[config.mk]
export PLATFORM = sky130hd
export DESIGN_NAME = morse_stream_decoder
export DESIGN_NICKNAME = d
export VERILOG_FILES = /design/src/rtl/morse_stream_decoder.sv
export SDC_FILE = /design/constraint.sdc
export NUM_CORES = 1
export LEC_CHECK = 0
export BUFFER_PORTS_ARGS = -buffer_cell sky130_fd_sc_hd__buf_2
export CAP_MARGIN = 30
export CORE_MARGIN = 8
export CORE_UTILIZATION = 62
export DETAILED_ROUTE_END_ITERATION = 12
export GPL_ROUTABILITY_DRIVEN = 0
export GPL_TIMING_DRIVEN = 0
export PLACE_DENSITY = 0.8
export SLEW_MARGIN = 20
export SYNTH_ARGS = -nofsm -noshare
export SYNTH_HDL_FRONTEND = slang
export SYNTH_SLANG_ARGS = --single-unit
[constraint.sdc]
create_clock -name clk -period 4.72 [get_ports clk]
set_clock_uncertainty 0.2 [all_clocks]
set_input_delay 0.944 -clock clk [delete_from_list [all_inputs] [get_ports clk]]
set_output_delay 0.944 -clock clk [all_outputs]
set_load 0.01 [all_outputs]
[src/rtl/morse_stream_decoder.sv]
// Morse key stream decoder: times marks and gaps, classifies dots/dashes,
// decodes letters to ASCII and queues them in a first-word-fall-through FIFO.
module morse_stream_decoder #(
  parameter int TICKS_PER_UNIT   = 5_000_000,
  parameter int DASH_UNITS       = 2,
  parameter int LETTER_GAP_UNITS = 2,
  parameter int WORD_GAP_UNITS   = 5,
  parameter int FIFO_DEPTH       = 16
) (
  input  logic                          clk,
  input  logic                          reset,
  input  logic                          key,
  output logic [7:0]                    m_data,
  output logic                          m_valid,
  input  logic                          m_ready,
  output logic                          dot_pulse,
  output logic                          dash_pulse,
  output logic [5:0]                    sym_bits,
  output logic [2:0]                    sym_count,
  output logic [$clog2(FIFO_DEPTH):0]   fifo_count,
  output logic                          overflow
);

  localparam int WORD_T = WORD_GAP_UNITS * TICKS_PER_UNIT;
  localparam int DW     = $clog2(WORD_T + 1);
  localparam int AW     = $clog2(FIFO_DEPTH);
  localparam int CW     = AW + 1;

  localparam logic [DW-1:0] WORD_V   = DW'(WORD_T);
  localparam logic [DW-1:0] LETTER_V = DW'(LETTER_GAP_UNITS * TICKS_PER_UNIT);
  localparam logic [DW-1:0] ONE_V    = DW'(1);
  localparam logic [31:0]   DASH_T   = 32'(DASH_UNITS * TICKS_PER_UNIT);
  localparam logic [CW-1:0] FULL_V   = CW'(FIFO_DEPTH);

  typedef enum logic [1:0] {
    IDLE,
    MARK,
    GAP
  } state_t;

  state_t          state;
  state_t          state_nxt;
  logic [DW-1:0]   dur;
  logic [DW-1:0]   dur_inc;
  logic            key_edge;
  logic            is_dash;
  logic            letter_done;
  logic            word_done;
  logic            emit;
  logic [7:0]      emit_ch;

  logic [7:0]      mem [FIFO_DEPTH];
  logic [AW-1:0]   wptr;
  logic [AW-1:0]   rptr;
  logic            full;
  logic            rd;
  logic            wr;

  function automatic logic [7:0] decode(
    input logic [2:0] n,
    input logic [5:0] b
  );
    logic [7:0] ch;
    // element 0 sits in bit 0; 1 = dash
    case ({n, b})
      {3'd2, 6'd2}:  ch = 8'h41;
      {3'd4, 6'd1}:  ch = 8'h42;
      {3'd4, 6'd5}:  ch = 8'h43;
      {3'd3, 6'd1}:  ch = 8'h44;
      {3'd1, 6'd0}:  ch = 8'h45;
      {3'd4, 6'd4}:  ch = 8'h46;
      {3'd3, 6'd3}:  ch = 8'h47;
      {3'd4, 6'd0}:  ch = 8'h48;
      {3'd2, 6'd0}:  ch = 8'h49;
      {3'd4, 6'd14}: ch = 8'h4A;
      {3'd3, 6'd5}:  ch = 8'h4B;
      {3'd4, 6'd2}:  ch = 8'h4C;
      {3'd2, 6'd3}:  ch = 8'h4D;
      {3'd2, 6'd1}:  ch = 8'h4E;
      {3'd3, 6'd7}:  ch = 8'h4F;
      {3'd4, 6'd6}:  ch = 8'h50;
      {3'd4, 6'd11}: ch = 8'h51;
      {3'd3, 6'd2}:  ch = 8'h52;
      {3'd3, 6'd0}:  ch = 8'h53;
      {3'd1, 6'd1}:  ch = 8'h54;
      {3'd3, 6'd4}:  ch = 8'h55;
      {3'd4, 6'd8}:  ch = 8'h56;
      {3'd3, 6'd6}:  ch = 8'h57;
      {3'd4, 6'd9}:  ch = 8'h58;
      {3'd4, 6'd13}: ch = 8'h59;
      {3'd4, 6'd3}:  ch = 8'h5A;
      {3'd5, 6'd31}: ch = 8'h30;
      {3'd5, 6'd30}: ch = 8'h31;
      {3'd5, 6'd28}: ch = 8'h32;
      {3'd5, 6'd24}: ch = 8'h33;
      {3'd5, 6'd16}: ch = 8'h34;
      {3'd5, 6'd0}:  ch = 8'h35;
      {3'd5, 6'd1}:  ch = 8'h36;
      {3'd5, 6'd3}:  ch = 8'h37;
      {3'd5, 6'd7}:  ch = 8'h38;
      {3'd5, 6'd15}: ch = 8'h39;
      default:       ch = 8'h3F;
    endcase
    return ch;
  endfunction

  assign dur_inc  = (dur == WORD_V) ? dur : dur + ONE_V;
  assign key_edge = key != (state == MARK);
  assign is_dash  = 32'(dur) >= DASH_T;

  always_ff @(posedge clk or posedge reset) begin
    if (reset) begin
      state <= IDLE;
    end else begin
      state <= state_nxt;
    end
  end

  always_comb begin
    state_nxt   = state;
    dot_pulse   = 1'b0;
    dash_pulse  = 1'b0;
    letter_done = 1'b0;
    word_done   = 1'b0;
    case (state)
      IDLE: begin
        if (key) state_nxt = MARK;
      end
      MARK: begin
        if (!key) begin
          state_nxt  = GAP;
          dash_pulse = is_dash;
          dot_pulse  = !is_dash;
        end
      end
      GAP: begin
        if (key) begin
          state_nxt = MARK;
        end else if (dur_inc == WORD_V) begin
          word_done = 1'b1;
          state_nxt = IDLE;
        end else if (dur_inc == LETTER_V && sym_count != 3'd0) begin
          letter_done = 1'b1;
        end
      end
      default: state_nxt = IDLE;
    endcase
  end

  assign emit    = letter_done || word_done;
  assign emit_ch = word_done ? 8'h20 : decode(sym_count, sym_bits);

  always_ff @(posedge clk or posedge reset) begin
    if (reset) begin
      dur       <= '0;
      sym_bits  <= '0;
      sym_count <= '0;
    end else begin
      dur <= key_edge ? ONE_V : dur_inc;
      if (letter_done) begin
        sym_bits  <= '0;
        sym_count <= '0;
      end else if (dot_pulse || dash_pulse) begin
        // shifts past bit 5 fall off, so a 7th element changes nothing
        sym_bits <= sym_bits | (6'(dash_pulse) << sym_count);
        if (sym_count != 3'd7) sym_count <= sym_count + 3'd1;
      end
    end
  end

  assign full    = fifo_count == FULL_V;
  assign m_valid = fifo_count != '0;
  assign m_data  = m_valid ? mem[rptr] : 8'h00;
  assign rd      = m_valid && m_ready;
  assign wr      = emit && (!full || rd);

  always_ff @(posedge clk) begin
    if (wr) mem[wptr] <= emit_ch;
  end

  always_ff @(posedge clk or posedge reset) begin
    if (reset) begin
      wptr       <= '0;
      rptr       <= '0;
      fifo_count <= '0;
      overflow   <= 1'b0;
    end else begin
      if (wr) wptr <= wptr + AW'(1);
      if (rd) rptr <= rptr + AW'(1);
      case ({wr, rd})
        2'b10:   fifo_count <= fifo_count + CW'(1);
        2'b01:   fifo_count <= fifo_count - CW'(1);
        default: fifo_count <= fifo_count;
      endcase
      if (emit && full && !rd) overflow <= 1'b1;
    end
  end

endmodule

Word level (Yosys, flattened, before mapping)
Memories as Yosys holds them, arrays and structs flattened.
Index checks and enable logic that the tools add are counted.
{"block": "word_totals", "ram_bits": 128, "memories": 1, "regBits": 50, "out_inout_bits": 26}
{"memory": "mem", "words": 16, "word_bits": 8, "rd": 1, "rd_ports_with_merged_regs": 0, "wr": 1, "line": "52", "text": "logic [7:0] mem [FIFO_DEPTH];"}
{"block": "classes", "bitwise_logic": 1, "add_sub_neg": 6, "n_shift": 1, "eq_ne": 49, "mux": 29, "n_reduce_logical": 19, "magnitude_cmp": 1}
{"operator": "$pmux W7 S36", "count": 1}
{"operator": "$eq A9 B9 Y1 const B", "count": 22}
{"operator": "$eq A9 B8 Y1 const B", "count": 12}
{"operator": "$eq A25 B25 Y1 const B", "count": 2}
{"operator": "$mux W25", "count": 2}
{"operator": "$add A25 B1 Y25 const B", "count": 1}
{"operator": "$eq A25 B24 Y1 const B", "count": 1}
{"operator": "$ge A25 B24 Y1 const B", "count": 1}
{"operator": "$eq A9 B7 Y1 const B", "count": 2}
{"operator": "$mux W8", "count": 2}
{"operator": "$mux W1", "count": 13}
{"operator": "$mux W6", "count": 2}
{"operator": "$pmux W5 S2", "count": 1}
{"operator": "$mux W3", "count": 3}
{"operator": "$add A4 B1 Y4 const B", "count": 2}
{"operator": "$mux W2", "count": 4}
{"operator": "$ne A3 B3 Y1 const B", "count": 2}
{"operator": "$or A6 B6 Y6", "count": 1}
{"operator": "$pmux W2 S3", "count": 1}
{"operator": "$reduce_bool A2 Y1", "count": 3}
{"operator": "$shl A1 B3 Y6", "count": 1}
{"operator": "$add A5 B1 Y5 const B", "count": 1}
{"operator": "$eq A5 B5 Y1 const B", "count": 1}
{"operator": "$logic_and A1 B1 Y1", "count": 5}
{"operator": "other kinds (13)", "count": 20}

Logic depth before layout (Yosys ltp)
Gate-level depths: netlist of run 1.
{"block": "depth", "depth_word": 12, "depth_mapped": 16, "depth_no_buf": 15}

Worst setup path before layout of run 1
OpenSTA, ideal clock, no wires.
{"block": "synth_path", "path_type": "flip-flop to flip-flop", "start": "register dur[1]", "end": "register fifo_count[4]", "required_time_ns": 4.441, "path_stages_with_launch": 17, "setup_ns": 0.079, "period_less_slack_ns": 3.766, "n_path_buf": 1, "arrival_ns": 3.487, "slack_ns": 0.954, "cell_sequence": "dfrtp_1 ha_1 and3_1 buf_6 and3_4 xor2_1 nand3b_1 or4b_1 o22a_1 o21ai_1 xnor2_1 ha_1 or4_1 nor2_1 o21ai_0 o21ai_1 xor2_1"}
{"block": "synth_between", "elab_chain_len": 12, "word_cells_on_any_way": 19, "classes_between": "add/sub: 1; eq/ne: 5; mux: 9; reduce/logical: 4"}
{"element": "start: declaration", "line": "43", "text": "logic [DW-1:0] dur;"}
{"element": "start signal: assignment", "line": "159", "text": "dur <= key_edge ? ONE_V : dur_inc;"}
{"element": "$add A25 B1 Y25 or $eq A25 B25 Y1 (tied branches)", "line": "107", "text": "assign dur_inc = (dur == WORD_V) ? dur : dur + ONE_V;"}
{"element": "$mux W25 (*)", "line": "107"}
{"element": "$eq A25 B24 Y1", "line": "142", "text": "end else if (dur_inc == LETTER_V && sym_count != 3'd0) begin"}
{"element": "$logic_and A1 B1 Y1", "line": "142"}
{"element": "$mux W1", "line": "142"}
{"element": "$mux W1", "line": "139", "text": "end else if (dur_inc == WORD_V) begin"}
{"element": "$mux W1", "line": "137", "text": "if (key) begin"}
{"element": "$mux W1", "line": "125", "text": "case (state)"}
{"element": "$logic_or A1 B1 Y1 (*)", "line": "150", "text": "assign emit = letter_done || word_done;"}
{"element": "$logic_and A1 B1 Y1 (*)", "line": "175", "text": "assign wr = emit && (!full || rd);"}
{"element": "$eq A2 B1 Y1 or $eq A2 B2 Y1 (tied branches)", "line": "190", "text": "case ({wr, rd})"}
{"element": "$pmux W5 S2 or $reduce_bool A2 Y1 (tied branches)"}
{"element": "end signal: assignment", "line": "191", "text": "2'b10: fifo_count <= fifo_count + CW'(1);"}
{"element": "end signal: assignment", "line": "192", "text": "2'b01: fifo_count <= fifo_count - CW'(1);"}
{"element": "end signal: assignment", "line": "193", "text": "default: fifo_count <= fifo_count;"}
{"element": "end: declaration", "line": "20", "text": "output logic [$clog2(FIFO_DEPTH):0] fifo_count,"}
Mark *: on every way between the ends. The rest lies on a longest branch, timed or not.
A chain may end at the register's enable or synchronous reset.

Final worst setup path of run 1
{"block": "layout_path", "start": "register dur[16]", "end": "register fifo_count[4]"}
The elaborated chain is that of the path after synthesis.

==> metrics.md, run 1 <==
| Metric | Value |
|---|---|
| Die width | `133 microns` |
| Wirelength per Cell | `22.0 microns` |
| Final global-route overflow total | `0` |
| Seq/Total Area, Yosys | `54.6%` |
| Setup repair bufs after CTS | `0` |
| Combinational share of power | `29.7%` |
| Top delay family on crit path | `simple AND/OR/NAND/NOR gates` |
| Post-synth cell types | `75` |
| Cell internal pwr | `3.15 mW` |
| Layout overhead on the synthesized area | `12.5%` |
| Count leader, synth | `edfxtp_1` |
| Endpoints failing hold | `0` |
| CTS root buffer | `clkbuf_16` |
| Critical path required time | `4.87 ns` |
| Dpl cell area | `8860 sq um` |
| Worst slew pin tran | `0.859 ns` |
| Clock transition at path regs | `0.06 ns` |
| Net Sw Frac | `31.7%` |
| HP Class | `reg -> reg` |
| Yosys top cell by area | `edfxtp_1` |
| CTS tree | `done` |
| Avg Cell Area, Syn | `12.5 sq um` |
| Clk network pwr share | `31.5%` |
| Drt total wl | `20200 microns` |
| Die area | `17600 sq um` |
| Critical path peak fanout | `9` |
| Dpl hpwl | `14000 microns` |
| DP Cell Count | `883` |
| CP Capture Type | `flip-flop` |
| Layout cell share with drive strength beyond 1 | `18.9%` |
| Synth async-reset ratio | `30.9%` |
| # nets final | `747` |
| Num CTS Buffers | `17` |
| Startpoint types | `flip-flop` |
| Core Region | `13300 sq um` |
| Gate Count Post-Synth | `673` |
| RSZ-0062 raised after global routing | `no` |
| Final Power | `4.61 mW` |
| Post-cts sizing count | `0` |
| Ys Warns | `0` |
| Mapped cell area | `8440 sq um` |
| Synthesized flop and latch total | `162` |
| Initial antenna violation count | `1` |
| DRT iter0 DRCs | `810` |
| Setup TNS | `0 ns` |
| Clk_lat worst skew | `0.43 ns` |
| Status | `complete, no violations` |
| Filler Cell Count | `846` |
| Max-slew headroom | `42.8%` |
| Antenna viol nets, final | `0` |
| Boundary Pins | `30` |
| Synth top area cells | `edfxtp_1, dfrtp_1, mux4_2` |
| Vias post-DR | `6106` |
| Syn_nets | `691` |
| Depth of the CTS H-tree | `4` |
| Worst EP arrival | `4.54 ns` |
| Most frequent cells after synthesis | `edfxtp_1, dfrtp_1, nor2_1` |
| CP max stage delay | `0.57 ns` |
| FP Rows | `42` |
| Peak VDD IR | `348 uV` |
| CP cell instances | `clkbuf_1, and3_1, nor4b_1, xnor2_1, a31oi_1, or4b_1, o22a_1, o21ai_1, xnor2_1, ha_1, or4_1, nor2_1, o21ai_0, o21ai_1, xor2_1` |
| # diodes | `0` |
| Number of global-route vias before repair | `6088` |
| Fin area | `9500 sq um` |
| Setup CP Type | `reg -> reg` |
| Max-Cap Viols | `0` |
| Vias per cell | `6.65` |
| Clock Path Buffers | `2` |
| Post-synth EDFFs | `112` |
| Die Height | `133 microns` |
| Top_reg_cell synth | `edfxtp_1` |
| CTS Hold Bufs | `0` |
| First-pass GRT wire length | `32700 microns` |
| Pwr dens | `485 nW/um^2` |
| Port bufs | `28` |
| Final Slew Violations | `0` |
| Synth top area share | `39.8%` |
| Final setup vio count | `0` |
| CTS sink cnt | `162` |
| F_max | `0.228 GHz` |
| Buf+Inv Stages, Crit Path | `1` |
| GRT Util Overall | `23.5%` |
| Largest net degree at the start of global routing | `27` |
| Crit share post-route | `93.1%` |
| Fin cells | `918` |
| Sequential Power Share | `38.9%` |
| Final min period | `4.39 ns` |
| Drt first pass iters | `6` |
| Net Sw Power | `1.46 mW` |
| Crit-path slowest cell | `or4b_1` |
| Starting Density | `63.5%` |
| Drt drc | `0` |
| Lkg Pwr | `3.50 nW` |
==> cells by family after synthesis <==
logic type / Yosys count / share of synthesized area (%)
simple gates: 262 / 18.6
flops: 162 / 54.6
compound gates: 98 / 7.69
buf+inv: 57 / 2.96
mux: 41 / 10.1
xor+xnor: 38 / 3.94
fa+ha+maj: 14 / 2.07
other cells: 1 / 0.0444
==> sequential cells by signal, summed over array words and instances, names as in the netlist <==
signal / cells
state: 2
overflow: 1
rptr: 4
mem: 112
wptr: 4
sym_count: 3
dur: 25
sym_bits: 6
fifo_count: 5
==> cells in the final DEF (no fill, tap or decap), drive strengths merged, types with 4 or more instances in the layout <==
| cell type | count |
|---|---|
| nor3b | 4 |
| a21o | 4 |
| nand3 | 21 |
| nor2b | 20 |
| nand3b | 7 |
| edfxtp | 112 |
| mux2i | 4 |
| clkbuf | 37 |
| mux4 | 35 |
| xor2 | 15 |
| nand2b | 8 |
| nor4b | 4 |
| nor4 | 14 |
| buf | 58 |
| or3 | 5 |
| ha | 14 |
| a21oi | 20 |
| dfrtp | 50 |
| o21ai | 27 |
| and4 | 4 |
| a31oi | 8 |
| nor3 | 15 |
| and2 | 24 |
| xnor2 | 23 |
| inv | 24 |
| or4 | 5 |
| nand2 | 32 |
| nor2 | 48 |
| and3 | 24 |
| nand4 | 14 |
==> worst paths after layout <==
| kind | from | endpoint | slack [ns] | depth (start not counted) |
|---|---|---|---|---|
| setup reg to reg | dur[16] | fifo_count[4] | 0.33 | 15 |
| hold reg to reg | overflow | overflow | 0.27 | 1 |
| min in group asynchronous | reset | dur[11] | 0.37 | 2 |
| hold / removal | overflow | overflow | 0.27 | 1 |
| setup / recovery | dur[16] | fifo_count[4] | 0.33 | 15 |
| max in group asynchronous | reset | dur[18] | 3.40 | 3 |
==> worst register-to-register path: stages, from the launching register on <==
cell	delay, ns
dfrtp_1	0.32
clkbuf_1	0.32
and3_1	0.27
nor4b_1	0.53
xnor2_1	0.19
a31oi_1	0.13
or4b_1	0.57
o22a_1	0.27
o21ai_1	0.25
xnor2_1	0.10
ha_1	0.23
or4_1	0.41
nor2_1	0.13
o21ai_0	0.11
o21ai_1	0.10
xor2_1	0.17
==> power by group through the flow <==
stage / combinational [mW] / clock (mW) / sequential, mW
after floorplan: 0.902 / 0 / 1.81
after global placement: 1.25 / 0 / 1.81
after detailed placement: 1.33 / 0 / 1.82
after CTS: 1.36 / 1.46 / 1.79
after global routing: 1.48 / 1.51 / 1.80
final: 1.37 / 1.45 / 1.79
==> cell type report <==
class                   count  area (sq um)  share of cell area (%)
plain buffers              41           190                    2.00
clock inverters            15           193                    2.03
repair buffers             37           215                    2.27
flip-flops and latches    162          4610                    48.6
multi-input cells         454          3580                    37.7
well taps                 176           220                    2.32
inverters                  16          60.1                   0.632
clock buffers              17           425                    4.48
==> per-layer routing <==
layer | vias to the layer above | track usage [%] | routed length [microns]
met5 | - | 0 | 12
li1 | 2687 | - | -
met3 | 76 | 5.37 | 1580
met1 | 2976 | 29.6 | 8090
met4 | 2 | 10.2 | 721
met2 | 365 | 38.4 | 9790
==> through the flow <==
step,utilization (%),hold WS (ns),setup slack [ns]
detailed placement,66.6,0.256,0.438
CTS,71.3,0.275,0.464
floorplan,-,0.249,0.954
global route,71.5,0.278,0.0708
finish,71.5,0.271,0.327
global placement,66.2,0.246,0.156
No activity file was read; power rests on OpenSTA's default activity.
==> run 2, diff against run 1 <==
--- a/config.mk
+++ b/config.mk
@@ -11,7 +11,6 @@
 export CORE_UTILIZATION = 62
 export DETAILED_ROUTE_END_ITERATION = 12
 export GPL_ROUTABILITY_DRIVEN = 0
-export GPL_TIMING_DRIVEN = 0
 export PLACE_DENSITY = 0.8
 export SLEW_MARGIN = 20
 export SYNTH_ARGS = -nofsm -noshare
==> metrics.md, run 2 (synthesized netlist as in run 1, its figures left out) <==
| Metric | Value |
|---|---|
| Clock Path Buffers | `2` |
| Layout cell share with drive strength beyond 1 | `18.5%` |
| Clock transition at path regs | `0.06 ns` |
| Vias post-DR | `5852` |
| Vias per cell | `6.61` |
| Depth of the CTS H-tree | `4` |
| Final Worst Setup Slack | `0.453 ns` |
| Drt total wl | `19000 microns` |
| CP Capture Type | `flip-flop` |
| Clk_lat worst skew | `0.42 ns` |
| CTS tree | `done` |
| Largest net degree at the start of global routing | `38` |
| Setup repair bufs after CTS | `0` |
| Top flop regs | `mem x112, dur x25, sym_bits x6` |
| FP Rows | `42` |
| Port bufs | `28` |
| Storage element area | `4620 sq um` |
| Worst reg2reg setup slack | `0.45 ns` |
| Area of the multi-input gates | `3580 sq um` |
| Max-Cap Viols | `0` |
| Die width | `133 microns` |
| CTS sink cnt | `162` |
| Drt drc | `0` |
| Worst EP arrival | `4.19 ns` |
| GRT Util Overall | `22.1%` |
| # nets final | `714` |
| Post-cts sizing count | `0` |
| Die area | `17600 sq um` |
| Wirelength per Cell | `21.5 microns` |
| Worst slew pin tran | `0.853 ns` |
| HP Class | `in -> async` |
| Layout overhead on the synthesized area | `10.2%` |
| Status | `complete, no violations` |
| Number of global-route vias before repair | `5717` |
| Lkg Pwr | `3.39 nW` |
| CTS Hold Bufs | `0` |
| CTS root buffer | `clkbuf_16` |
| Pwr dens | `477 nW/um^2` |
| Initial antenna violation count | `0` |
| Critical path required time | `4.64 ns` |
| Endpoints failing hold | `0` |
| Final setup vio count | `0` |
| Setup CP Type | `reg -> reg` |
| Startpoint types | `flip-flop` |
| # diodes | `0` |
| Most flops, register | `mem` |
| DRT iter0 DRCs | `528` |
| Max reg flops | `112` |
| Antenna viol nets, final | `0` |
| Final min period | `4.27 ns` |
| F_max | `0.234 GHz` |
| Final hold slack | `0.260 ns` |
| Pre-CTS setup slack | `0.550 ns` |
| Core Region | `13300 sq um` |
| Commonest non-fill, non-tap cell in the layout | `edfxtp_1` |
| Drt first pass iters | `5` |
| Filler Cell Count | `883` |
| RSZ-0062 raised after global routing | `no` |
| Die Height | `133 microns` |
| Setup TNS | `0 ns` |
| Final Power | `4.44 mW` |
| Final global-route overflow total | `0` |
| Starting Density | `63.5%` |
| Max-slew headroom | `42.9%` |
| Crit share post-route | `90.4%` |
| Peak VDD IR | `268 uV` |
| Num CTS Buffers | `17` |
| Dpl hpwl | `12900 microns` |
| Critical path peak fanout | `17` |
| Boundary Pins | `30` |
| Final Slew Violations | `0` |
| Most frequent cells in the layout | `edfxtp_1, dfrtp_1, nor2_1, mux4_2, nand2_1` |
| First-pass GRT wire length | `30700 microns` |
run 2: cell types whose count changed in the layout (fill, tap and decap cells not counted), sizes merged:
cell    delta
clkbuf    -19
buf       -13
clkinv     +5
inv        -4
bufinv     -2
run 2: path summary, 6_finish.rpt:
kind,start,end,cells after the start
min in group clk,overflow,overflow,1
min reg2reg,overflow,overflow,1
max in group asynchronous,reset,rptr[0],3
max reg2reg,dur[1],mem[3][4],11
min,reset,dur[2],2
max,dur[1],mem[3][4],11
run 2: per-stage QoR:
step	utilization [%]	std cells	area [sq um]
after detailed placement	65.7	852	8740
after CTS	69.9	884	9300
after global placement	65.7	851	8730
after global routing	70.0	885	9300
after floorplan	-	673	8440
final	70.0	885	9300
run 2: worst max-delay path, cell delays in order, from the launching register on:
cell	delay (ns)
dfrtp_1	0.49
ha_1	0.26
and3_1	0.33
and3_4	0.24
xor2_1	0.23
o2111ai_1	0.19
or4_1	0.54
o22ai_1	0.14
nor3b_2	0.72
nand2_1	0.22
nor3_1	0.19
buf_4	0.21
run 2: final cells by class:
class,count,share of cell area (%)
Clock buffer,18,4.61
Clock inverter,14,1.41
Timing Repair Buffer,45,2.88
Multi-Input combinational cell,454,38.5
Tap cell,176,2.37
Sequential cell,162,49.6
Inverter,16,0.646
run 2: routing by layer:
metal | global-route usage [%] | vias up | wire length, microns
met5 | 0 | - | 0
met4 | 9.27 | 0 | 572
met3 | 4.31 | 48 | 1250
met2 | 36.6 | 300 | 9540
met1 | 27.9 | 2885 | 7640
li1 | - | 2619 | -
run 2: power by group:
part / total, mW / switching [mW] / internal [mW] / leakage (nW)
Combinational: 1.27 / 0.661 / 0.609 / 1.48
Sequential: 1.87 / 0.174 / 1.69 / 1.64
Clock: 1.30 / 0.567 / 0.732 / 0.267
==> run 3, diff against run 2 <==
--- a/config.mk
+++ b/config.mk
@@ -8,10 +8,10 @@
 export BUFFER_PORTS_ARGS = -buffer_cell sky130_fd_sc_hd__buf_2
 export CAP_MARGIN = 30
 export CORE_MARGIN = 8
-export CORE_UTILIZATION = 62
+export CORE_UTILIZATION = 60
 export DETAILED_ROUTE_END_ITERATION = 12
 export GPL_ROUTABILITY_DRIVEN = 0
-export PLACE_DENSITY = 0.8
+export PLACE_DENSITY = 0.78
 export SLEW_MARGIN = 20
 export SYNTH_ARGS = -nofsm -noshare
 export SYNTH_HDL_FRONTEND = slang
==> metrics.md, run 3 (synthesized netlist as in run 1, its figures left out) <==
| Metric | Value |
|---|---|
| DP Cell Count | `852` |
| Largest net degree at the start of global routing | `31` |
| Critical path required time | `4.87 ns` |
| Top flop regs | `mem x112, dur x25, sym_bits x6` |
| Final global-route overflow total | `0` |
| Worst slew pin tran | `0.903 ns` |
| Status | `complete, no violations` |
| Buf+Inv Stages, Crit Path | `0` |
| GRT Util Overall | `21.0%` |
| RSZ-0062 raised after global routing | `no` |
| Final setup vio count | `0` |
| Reg2reg start | `dur[1]` |
| Post-cts sizing count | `0` |
| CP Capture Type | `flip-flop` |
| Drt first pass iters | `5` |
| Area of the multi-input gates | `3590 sq um` |
| Final Worst Setup Slack | `0.444 ns` |
| CTS tree | `done` |
| Peak VDD IR | `212 uV` |
| Storage element area | `4620 sq um` |
| Lkg Pwr | `3.39 nW` |
| # nets final | `710` |
| Clock Path Buffers | `2` |
| DRT iter0 DRCs | `573` |
| HP Class | `reg -> reg` |
| Vias post-DR | `5698` |
| Fin area | `9330 sq um` |
| Depth of the CTS H-tree | `4` |
| Most frequent cells in the layout | `edfxtp_1, dfrtp_1, nor2_1, mux4_2, nand2_1` |
| FP Rows | `43` |
| Pwr dens | `474 nW/um^2` |
| Crit share post-route | `90.6%` |
| Antenna viol nets, final | `0` |
| HP Start | `overflow` |
| Endpoints failing hold | `0` |
| Filler Cell Count | `953` |
| Initial antenna violation count | `0` |
| Clock transition at path regs | `0.06 ns` |
| Hold EP | `overflow` |
| Setup CP Type | `reg -> reg` |
| Max-Cap Viols | `0` |
| Port bufs | `28` |
| R2R depth | `15` |
| Min-Delay Path Depth | `1` |
| Layout overhead on the synthesized area | `10.4%` |
| Max reg flops | `112` |
| First-pass GRT wire length | `29700 microns` |
| Top delay family on crit path | `simple AND/OR/NAND/NOR gates` |
| Dpl cell area | `8740 sq um` |
| CTS Hold Bufs | `0` |
| # diodes | `0` |
| F_max | `0.234 GHz` |
| Most flops, register | `mem` |
| Dpl hpwl | `12600 microns` |
| Wirelength per Cell | `20.7 microns` |
| Vias per cell | `6.44` |
| Final min period | `4.28 ns` |
| Worst EP arrival | `4.42 ns` |
| CP cell instances | `ha_1, nand3_1, nor4_1, a21boi_0, or2_2, nand4b_1, o22a_1, o21ai_1, xnor2_1, ha_1, or4_1, nor2_1, o21ai_0, o21ai_1, xor2_1` |
| Drt drc | `0` |
| Critical path peak fanout | `9` |
| CTS sink cnt | `162` |
| Crit-path slowest cell | `nor4_1` |
| Layout cell share with drive strength beyond 1 | `18.7%` |
| Num CTS Buffers | `17` |
| Starting Density | `61.1%` |
| CTS root buffer | `clkbuf_16` |
| Finished Core Util | `67.4%` |
| Commonest non-fill, non-tap cell in the layout | `edfxtp_1` |
| Number of global-route vias before repair | `5457` |
| Fin cells | `885` |
| Core Region | `13800 sq um` |
| Setup TNS | `0 ns` |
| Drt total wl | `18300 microns` |
| Setup repair bufs after CTS | `0` |
| Startpoint types | `flip-flop` |
| Final Slew Violations | `0` |
| RR Endpoint | `fifo_count[4]` |
| Pre-CTS setup slack | `0.457 ns` |
| Die width | `135 microns` |
| Max-slew headroom | `39.6%` |
| Die area | `18100 sq um` |
| Boundary Pins | `30` |
| CP max stage delay | `0.61 ns` |
| Clk_lat worst skew | `0.43 ns` |
| Worst reg2reg setup slack | `0.44 ns` |
| Die Height | `135 microns` |
run 3: changes by cell type in the layout (fill, tap and decap cells not counted), sizes merged:
cell      previous run  this run
clkinv               7         4
clkbuf              18        17
buf                 45        41
clkinvlp             2         3
inv                 20        23
run 3: report_power, final:
part           total (mW)  internal (mW)  switching [mW]
registers            1.87           1.69           0.176
logic                1.22          0.607           0.610
clock network        1.33          0.740           0.594
run 3: layout make-up:
type	count	share of cell area, %
clock buffer	17	4.56
multi-input combinational	454	38.5
clock inverter	15	1.58
tap	180	2.42
sequential	162	49.5
inverter	16	0.644
timing repair buffer	41	2.82
run 3: layer usage:
| metal | vias up | wire length, microns | track usage [%] |
|---|---|---|---|
| met5 | - | 0 | 0 |
| met4 | 0 | 313 | 7.80 |
| met3 | 38 | 883 | 3.83 |
| met2 | 220 | 9300 | 34.2 |
| met1 | 2826 | 7800 | 27.4 |
| li1 | 2614 | - | - |
run 3: stage by stage:
step	hold slack, ns	total power, mW
after floorplan	0.249	2.71
after CTS	0.269	4.44
after global placement	0.246	3.05
after global routing	0.288	4.61
after detailed placement	0.247	3.11
final	0.262	4.42
run 3: worst max path at each step:
stage | endpoint | startpoint | cells after the start | slack (ns)
after floorplan | fifo_count[4] | dur[1] | 16 | 0.95
after global placement | fifo_count[4] | key | 15 | 0.67
after detailed placement | fifo_count[4] | key | 15 | 0.46
after CTS | fifo_count[4] | dur[1] | 15 | 0.50
after global routing | fifo_count[4] | dur[1] | 15 | 0.06
final | fifo_count[4] | dur[1] | 15 | 0.44
run 3: worst register-to-register path: cells and delay by family (launching register included):
family / cells / cell delay, ns
AO/OA/AOI/OAI: 5 / 0.84
XOR/XNOR: 2 / 0.35
adder cells (fa/ha/maj): 2 / 0.49
flip-flops: 1 / 0.49
AND/OR/NAND/NOR: 6 / 1.84
